File: src/rtl/alu_pkg.sv
// alu_pkg: shared code groups, sub-op codes, instruction field positions and sequencer states
package alu_pkg;
  localparam logic [1:0] GRP_ARITH = 2'b00;
  localparam logic [1:0] GRP_LOGIC = 2'b01;
  localparam logic [1:0] GRP_SHIFT = 2'b10;
  localparam logic [1:0] GRP_CMP   = 2'b11;
  localparam logic [2:0] OP_ADD = 3'b000;
  localparam logic [2:0] OP_SUB = 3'b001;
  localparam logic [2:0] OP_AND = 3'b000;
  localparam logic [2:0] OP_OR  = 3'b001;
  localparam logic [2:0] OP_XOR = 3'b010;
  localparam logic [2:0] OP_NOT = 3'b100;
  localparam logic [2:0] OP_SLL = 3'b000;
  localparam logic [2:0] OP_SRL = 3'b001;
  localparam logic [2:0] OP_SLA = 3'b010;
  localparam logic [2:0] OP_SRA = 3'b011;
  localparam logic [2:0] OP_LE  = 3'b000;
  localparam logic [2:0] OP_LT  = 3'b001;
  localparam logic [2:0] OP_GE  = 3'b010;
  localparam logic [2:0] OP_GT  = 3'b011;
  localparam logic [2:0] OP_EQ  = 3'b100;
  localparam logic [2:0] OP_NE  = 3'b101;
  localparam int F_CODE    = 11;
  localparam int F_RD      = 8;
  localparam int F_RS1     = 5;
  localparam int F_RS2     = 2;
  localparam int F_IMM_SEL = 1;
  typedef enum logic [1:0] {IDLE, EXEC, RESP} state_t;
endpackage

File: src/rtl/alu_code_check.sv
// alu_code_check: legality and group decode of a 5-bit ALU code
module alu_code_check
  import alu_pkg::*;
(
  input  logic [4:0] code,
  output logic       legal,
  output logic       is_arith,
  output logic       is_cmp
);
  logic [1:0] grp;
  logic [2:0] sub;
  assign grp = code[4:3];
  assign sub = code[2:0];
  assign is_arith = grp == GRP_ARITH;
  assign is_cmp = grp == GRP_CMP;
  assign legal = is_arith
    || (grp == GRP_LOGIC && sub inside {OP_AND, OP_OR, OP_XOR, OP_NOT})
    || (grp == GRP_SHIFT && sub inside {OP_SLL, OP_SRL, OP_SLA, OP_SRA})
    || (is_cmp && sub inside {OP_LE, OP_LT, OP_GE, OP_GT, OP_EQ, OP_NE});
endmodule

File: src/rtl/alu_op_sequencer.sv
// alu_op_sequencer: fetches operands from an internal register file, drives the ALU,
// writes the result back and returns a completion record.
module alu_op_sequencer
  import alu_pkg::*;
#(
  parameter int DATA_W = 16,
  parameter int NREGS  = 8,
  parameter int ADDR_W = 3
) (
  input  logic              clk,
  input  logic              rst,
  input  logic              instr_valid,
  output logic              instr_ready,
  input  logic [15:0]       instr,
  input  logic              ld_valid,
  input  logic [ADDR_W-1:0] ld_addr,
  input  logic [DATA_W-1:0] ld_data,
  output logic [DATA_W-1:0] alu_a,
  output logic [DATA_W-1:0] alu_b,
  output logic [4:0]        alu_code,
  input  logic [DATA_W-1:0] alu_c,
  input  logic              alu_ovf,
  output logic              res_valid,
  input  logic              res_ready,
  output logic [DATA_W-1:0] res_data,
  output logic [ADDR_W-1:0] res_rd,
  output logic              res_ovf,
  output logic              res_err,
  output logic              busy
);
  state_t state;
  logic [DATA_W-1:0] rf [NREGS];
  logic legal, is_arith, is_cmp;
  logic [DATA_W-1:0] wb_data;
  logic unused_bit;
  alu_code_check u_chk (
    .code    (alu_code),
    .legal   (legal),
    .is_arith(is_arith),
    .is_cmp  (is_cmp)
  );
  assign unused_bit = instr[0];
  assign instr_ready = state == IDLE;
  assign busy = state != IDLE;
  assign wb_data = !legal ? '0 : is_cmp ? DATA_W'(alu_c[0]) : alu_c;
  always_ff @(posedge clk) begin
    if (rst) begin
      state <= IDLE;
      for (int i = 0; i < NREGS; i++) rf[i] <= '0;
      alu_a <= '0;
      alu_b <= '0;
      alu_code <= '0;
      res_valid <= 1'b0;
      res_data <= '0;
      res_rd <= '0;
      res_ovf <= 1'b0;
      res_err <= 1'b0;
    end else begin
      // preload sits first so a same-edge writeback to the same index overrides it
      if (ld_valid) rf[ld_addr] <= ld_data;
      case (state)
        IDLE: if (instr_valid) begin
          alu_a <= rf[instr[F_RS1 +: ADDR_W]];
          alu_b <= instr[F_IMM_SEL] ? DATA_W'(instr[F_RS2 +: 3]) : rf[instr[F_RS2 +: ADDR_W]];
          alu_code <= instr[F_CODE +: 5];
          res_rd <= instr[F_RD +: ADDR_W];
          state <= EXEC;
        end
        EXEC: begin
          res_valid <= 1'b1;
          res_data <= wb_data;
          res_ovf <= legal && is_arith && alu_ovf;
          res_err <= !legal;
          if (legal) rf[res_rd] <= wb_data;
          state <= RESP;
        end
        RESP: if (res_ready) begin
          res_valid <= 1'b0;
          state <= IDLE;
        end
        default: state <= IDLE;
      endcase
    end
  end
endmodule

File: config.mk
export PLATFORM = sky130hd
export DESIGN_NAME = alu_op_sequencer
export DESIGN_NICKNAME = d
export VERILOG_FILES = /design/src/rtl/alu_pkg.sv /design/src/rtl/alu_code_check.sv /design/src/rtl/alu_op_sequencer.sv
export SDC_FILE = /design/constraint.sdc
export NUM_CORES = 1
export LEC_CHECK = 0
export BUFFER_PORTS_ARGS = -buffer_cell sky130_fd_sc_hd__buf_2
export CORE_MARGIN = 2
export CORE_UTILIZATION = 51
export CTS_CLUSTER_SIZE = 8
export DETAILED_ROUTE_END_ITERATION = 10
export GPL_TIMING_DRIVEN = 0
export PLACE_DENSITY_LB_ADDON = 0.05
export RECOVER_POWER = 25
export SLEW_MARGIN = 20
export SYNTH_ARGS = -nofsm -noshare
export SYNTH_HDL_FRONTEND = slang
export SYNTH_SLANG_ARGS = --single-unit
export TNS_END_PERCENT = 1
File: constraint.sdc
create_clock -name clk -period 2.6 [get_ports clk]
set_input_delay 0.39 -clock clk [delete_from_list [all_inputs] [get_ports clk]]
set_output_delay 0.39 -clock clk [all_outputs]
set_load 0.01 [all_outputs]
==> flow_metrics.env <==
export IMPL_power_switching_mw=1.89
export IMPL_regToRegStartpoint="state[1]"
export IMPL_cts_clk_slew_worst_paths_ns=0.07
export IMPL_root_buffer="clkbuf_16"
export IMPL_ir_drop_mv=0.516
export IMPL_fin_util=0.591
export IMPL_ant_nets=0
export IMPL_p_int_mw=5.07
export IMPL_switching_share=0.271
export IMPL_io_buffers=97
export IMPL_cts_path_max_buffers=2
export IMPL_numCtsBuffers=17
export IMPL_ys_flop_type="edfxtp_1"
export IMPL_final_cell_mix="157 x mux2i_1, 147 x nand2_1, 128 x edfxtp_1, 103 x clkbuf_1, 61 x dfxtp_1"
export IMPL_detailed_place_area_um2=11000
export IMPL_ys_types=45
export IMPL_grt_pass1_vias=7450
export IMPL_wl_per_cell_um=25.3
export IMPL_vias_per_cell=6.15
export IMPL_fin_crit_sh=0.994
export IMPL_p_comb_frac=0.131
export IMPL_num_nets_final=1040
export IMPL_final_common_cell="mux2i_1"
export IMPL_crit_path_top_delay_cell="nor3b_1"
export IMPL_drc=0
export IMPL_dr_pass1_iters=5
export IMPL_finClkSkew_ns=0.0104
export IMPL_fp_dieH_um=146
export IMPL_initial_utilization=0.522
export IMPL_cpLargestDelayFamily="simple AND/OR/NAND/NOR gates"
export IMPL_cpPeakStageDelay_ns=0.46
export IMPL_min_period_ns=2.58
export IMPL_vias=7763
export IMPL_overflow=0
export IMPL_yosys_area_share_simple=0.136
export IMPL_synth_xor_area_frac=0
export IMPL_seq_area_frac_synth=0.496
export IMPL_synth_avg_cell_area_um2=11.8
export IMPL_arrival_ns=2.89
export IMPL_syn_cell_area_um2=10200
export IMPL_antenna_found_initial=1
export IMPL_worstHoldEndpoint="res_rd[0]"
export IMPL_crit_cells=6
export IMPL_drt_total_wl_um=32000
export IMPL_drtIter0Drc=881
export IMPL_cts_hold_buf=0
export IMPL_power_density_nw_per_um2=601
export IMPL_seqPwrFrac=0.499
export IMPL_critPathMaxFanout=10
export IMPL_cts_tree="done"
export IMPL_clock_power_share=0.370
export IMPL_core_area_um2=19600
export IMPL_cts_sinks=189
export IMPL_synthCells=867
export IMPL_p_leak_nw=3.99
export IMPL_area_growth_synth_to_final_pct=13.3
export IMPL_clock_fmax_mhz=387
export IMPL_min_path_type="input pin to register"
export IMPL_clock_latency_ns=0.44
export IMPL_slew_viol_final=0
export IMPL_ys_ff_latch=189
export IMPL_rsz0062_at_grt="yes"
export IMPL_relSlewSlack=0.317
export IMPL_ys_top_cells_by_area="edfxtp_1 38%, mux2i_1 15%, dfxtp_1 12%, mux4_2 10%, nand2_1 5.4%"
export IMPL_final_area_um2=11600
export IMPL_path_class="register to register"
export IMPL_track_usage=0.300
export IMPL_cp_start_kind="register"
export IMPL_cp_required_ns=2.91
export IMPL_setup_viol=0
export IMPL_die_w_um=146
export IMPL_holdPathStages=3
export IMPL_r2r_setup_slack_ns=0.02
export IMPL_tightestPinTransition_ns=1.02
export IMPL_gp_congestion=0.845
export IMPL_nFillCells=1665
export IMPL_grt_pass1_wl_um=46600
export IMPL_die_area_um2=21200
export IMPL_synth_top_family_by_area="multiplexers"
export IMPL_grt_max_degree=18
export IMPL_hold_viol_final=0
export IMPL_cp_cell_sequence="nor3b_1 -> clkbuf_4 -> nand2_1 -> clkbuf_2 -> o22ai_1 -> nor3_1"
export IMPL_synth_top_area_frac=0.376
export IMPL_htree_levels=4
export IMPL_min_from="instr[8]"
export IMPL_ys_warn_count=0
export IMPL_status="finished clean"
export IMPL_critical_path_buf_inv_count=2
export IMPL_synth_top_cell_by_area="edfxtp_1"
export IMPL_muxShareOfSynthArea=0.264
export IMPL_r2r_cells=6
export IMPL_synth_edff_count=128
export IMPL_timing_setup_tns_ns=0
export IMPL_pin_count=118
export IMPL_end_kind="register"
export IMPL_synth_compound_gate_area_share=0.0670
export IMPL_place_hpwl_um=22000
export IMPL_synth_fa_ha_area_frac=0
export IMPL_rows=51
export IMPL_timing_rr_end="alu_a[3]"
export IMPL_whs_ns=0.188
export IMPL_synthesis_nets=924
export IMPL_async_flop_share=0
export IMPL_maxCapViolCount=0
export IMPL_final_layout_size_suffix_gt1_frac=0.175
-- final cells by class --
type                            instances  area (um^2)  area share
Antenna cell                            2         5.00    0.000432
Inverter                                3         11.3    0.000972
Buffer                                 79          378      0.0326
Multi-Input combinational cell        596         4810       0.415
Timing Repair Buffer                   97          409      0.0353
Clock inverter                         13         98.8     0.00853
Tap cell                              265          332      0.0286
Clock buffer                           19          475      0.0410
Sequential cell                       189         5060       0.437
-- worst register-to-register path, cell delays in order (launching register included) --
cell and delay [ns]:
dfxtp_1 0.36, nor3b_1 0.46, clkbuf_4 0.38, nand2_1 0.35, clkbuf_2 0.39, o22ai_1 0.42, nor3_1 0.09
-- sequential cells by signal, summed over array words and instances, names as in the netlist --
| name | count |
|---|---|
| alu_a | 16 |
| res_ovf | 1 |
| res_rd | 3 |
| res_err | 1 |
| rf | 128 |
| alu_code | 5 |
| state | 2 |
| res_data | 16 |
| res_valid | 1 |
| alu_b | 16 |
-- metal layers --
layer / share of wire / global-route usage
met1: 0.41 / 0.416
met2: 0.46 / 0.468
met5: 0 / 0
met4: 0.017 / 0.0882
met3: 0.12 / 0.0787
-- worst max-delay path by stage --
| stage | start | endpoint |
|---|---|---|
| 2_1_floorplan | alu_code[3] | rf[7][0] |
| 3_3_place_gp | rst | rf[7][8] |
| 3_5_place_dp | rst | rf[7][1] |
| 4_1_cts | state[0] | rf[1][8] |
| 5_1_grt | state[0] | rf[6][13] |
| 6_report | state[1] | alu_a[3] |
-- power by group through the flow --
| stage | Clock (mW) | Sequential (mW) | Combinational, mW |
|---|---|---|---|
| 2_1_floorplan | 0 | 3.53 | 0.558 |
| 3_3_place_gp | 0 | 3.53 | 0.901 |
| 3_5_place_dp | 0 | 3.54 | 0.909 |
| 4_1_cts | 2.57 | 3.47 | 0.915 |
| 5_1_grt | 2.67 | 3.49 | 0.965 |
| 6_report | 2.57 | 3.48 | 0.912 |
-- synthesized netlist by cell type (2+ instances only) --
cell type,count
nor3_2,2
o22ai_1,16
o41ai_1,2
mux4_2,47
nand3b_1,20
nand2_1,148
a211oi_1,3
o211ai_1,15
nor2_1,49
buf_1,7
edfxtp_1,128
a22oi_1,14
buf_2,10
or3b_2,2
nand3_1,3
or3_1,10
buf_4,6
nor3_1,20
clkbuf_2,10
buf_6,4
mux2i_1,157
o21ai_1,2
clkbuf_1,42
dfxtp_1,61
a32oi_1,12
inv_1,3
a21oi_1,11
o21ai_0,18
nand2b_1,21
nor4_4,4
mux2_2,6
-- timing repair --
action	in CTS	in global routing
setup endpoints to repair	139	80
buffers inserted	0	0
gates resized for setup	13	7
pin swaps	0	1
-- stage by stage --
stage	power (mW)	std cells	setup WS, ns
2_1_floorplan	4.09	867	0.247
3_3_place_gp	4.44	1229	-0.624
3_5_place_dp	4.45	1229	-0.680
4_1_cts	6.96	1261	-0.0364
5_1_grt	7.13	1261	-0.0340
6_report	6.96	1263	0.0151
-- logic make-up after synthesis --
| logic type | count (synthesis) |
|---|---|
| flip-flops | 189 |
| AND/OR/NAND/NOR | 287 |
| buffers and inverters | 82 |
| AO/OA/AOI/OAI | 99 |
| multiplexers | 210 |
Note: power is estimated with default switching activity, not from simulation.
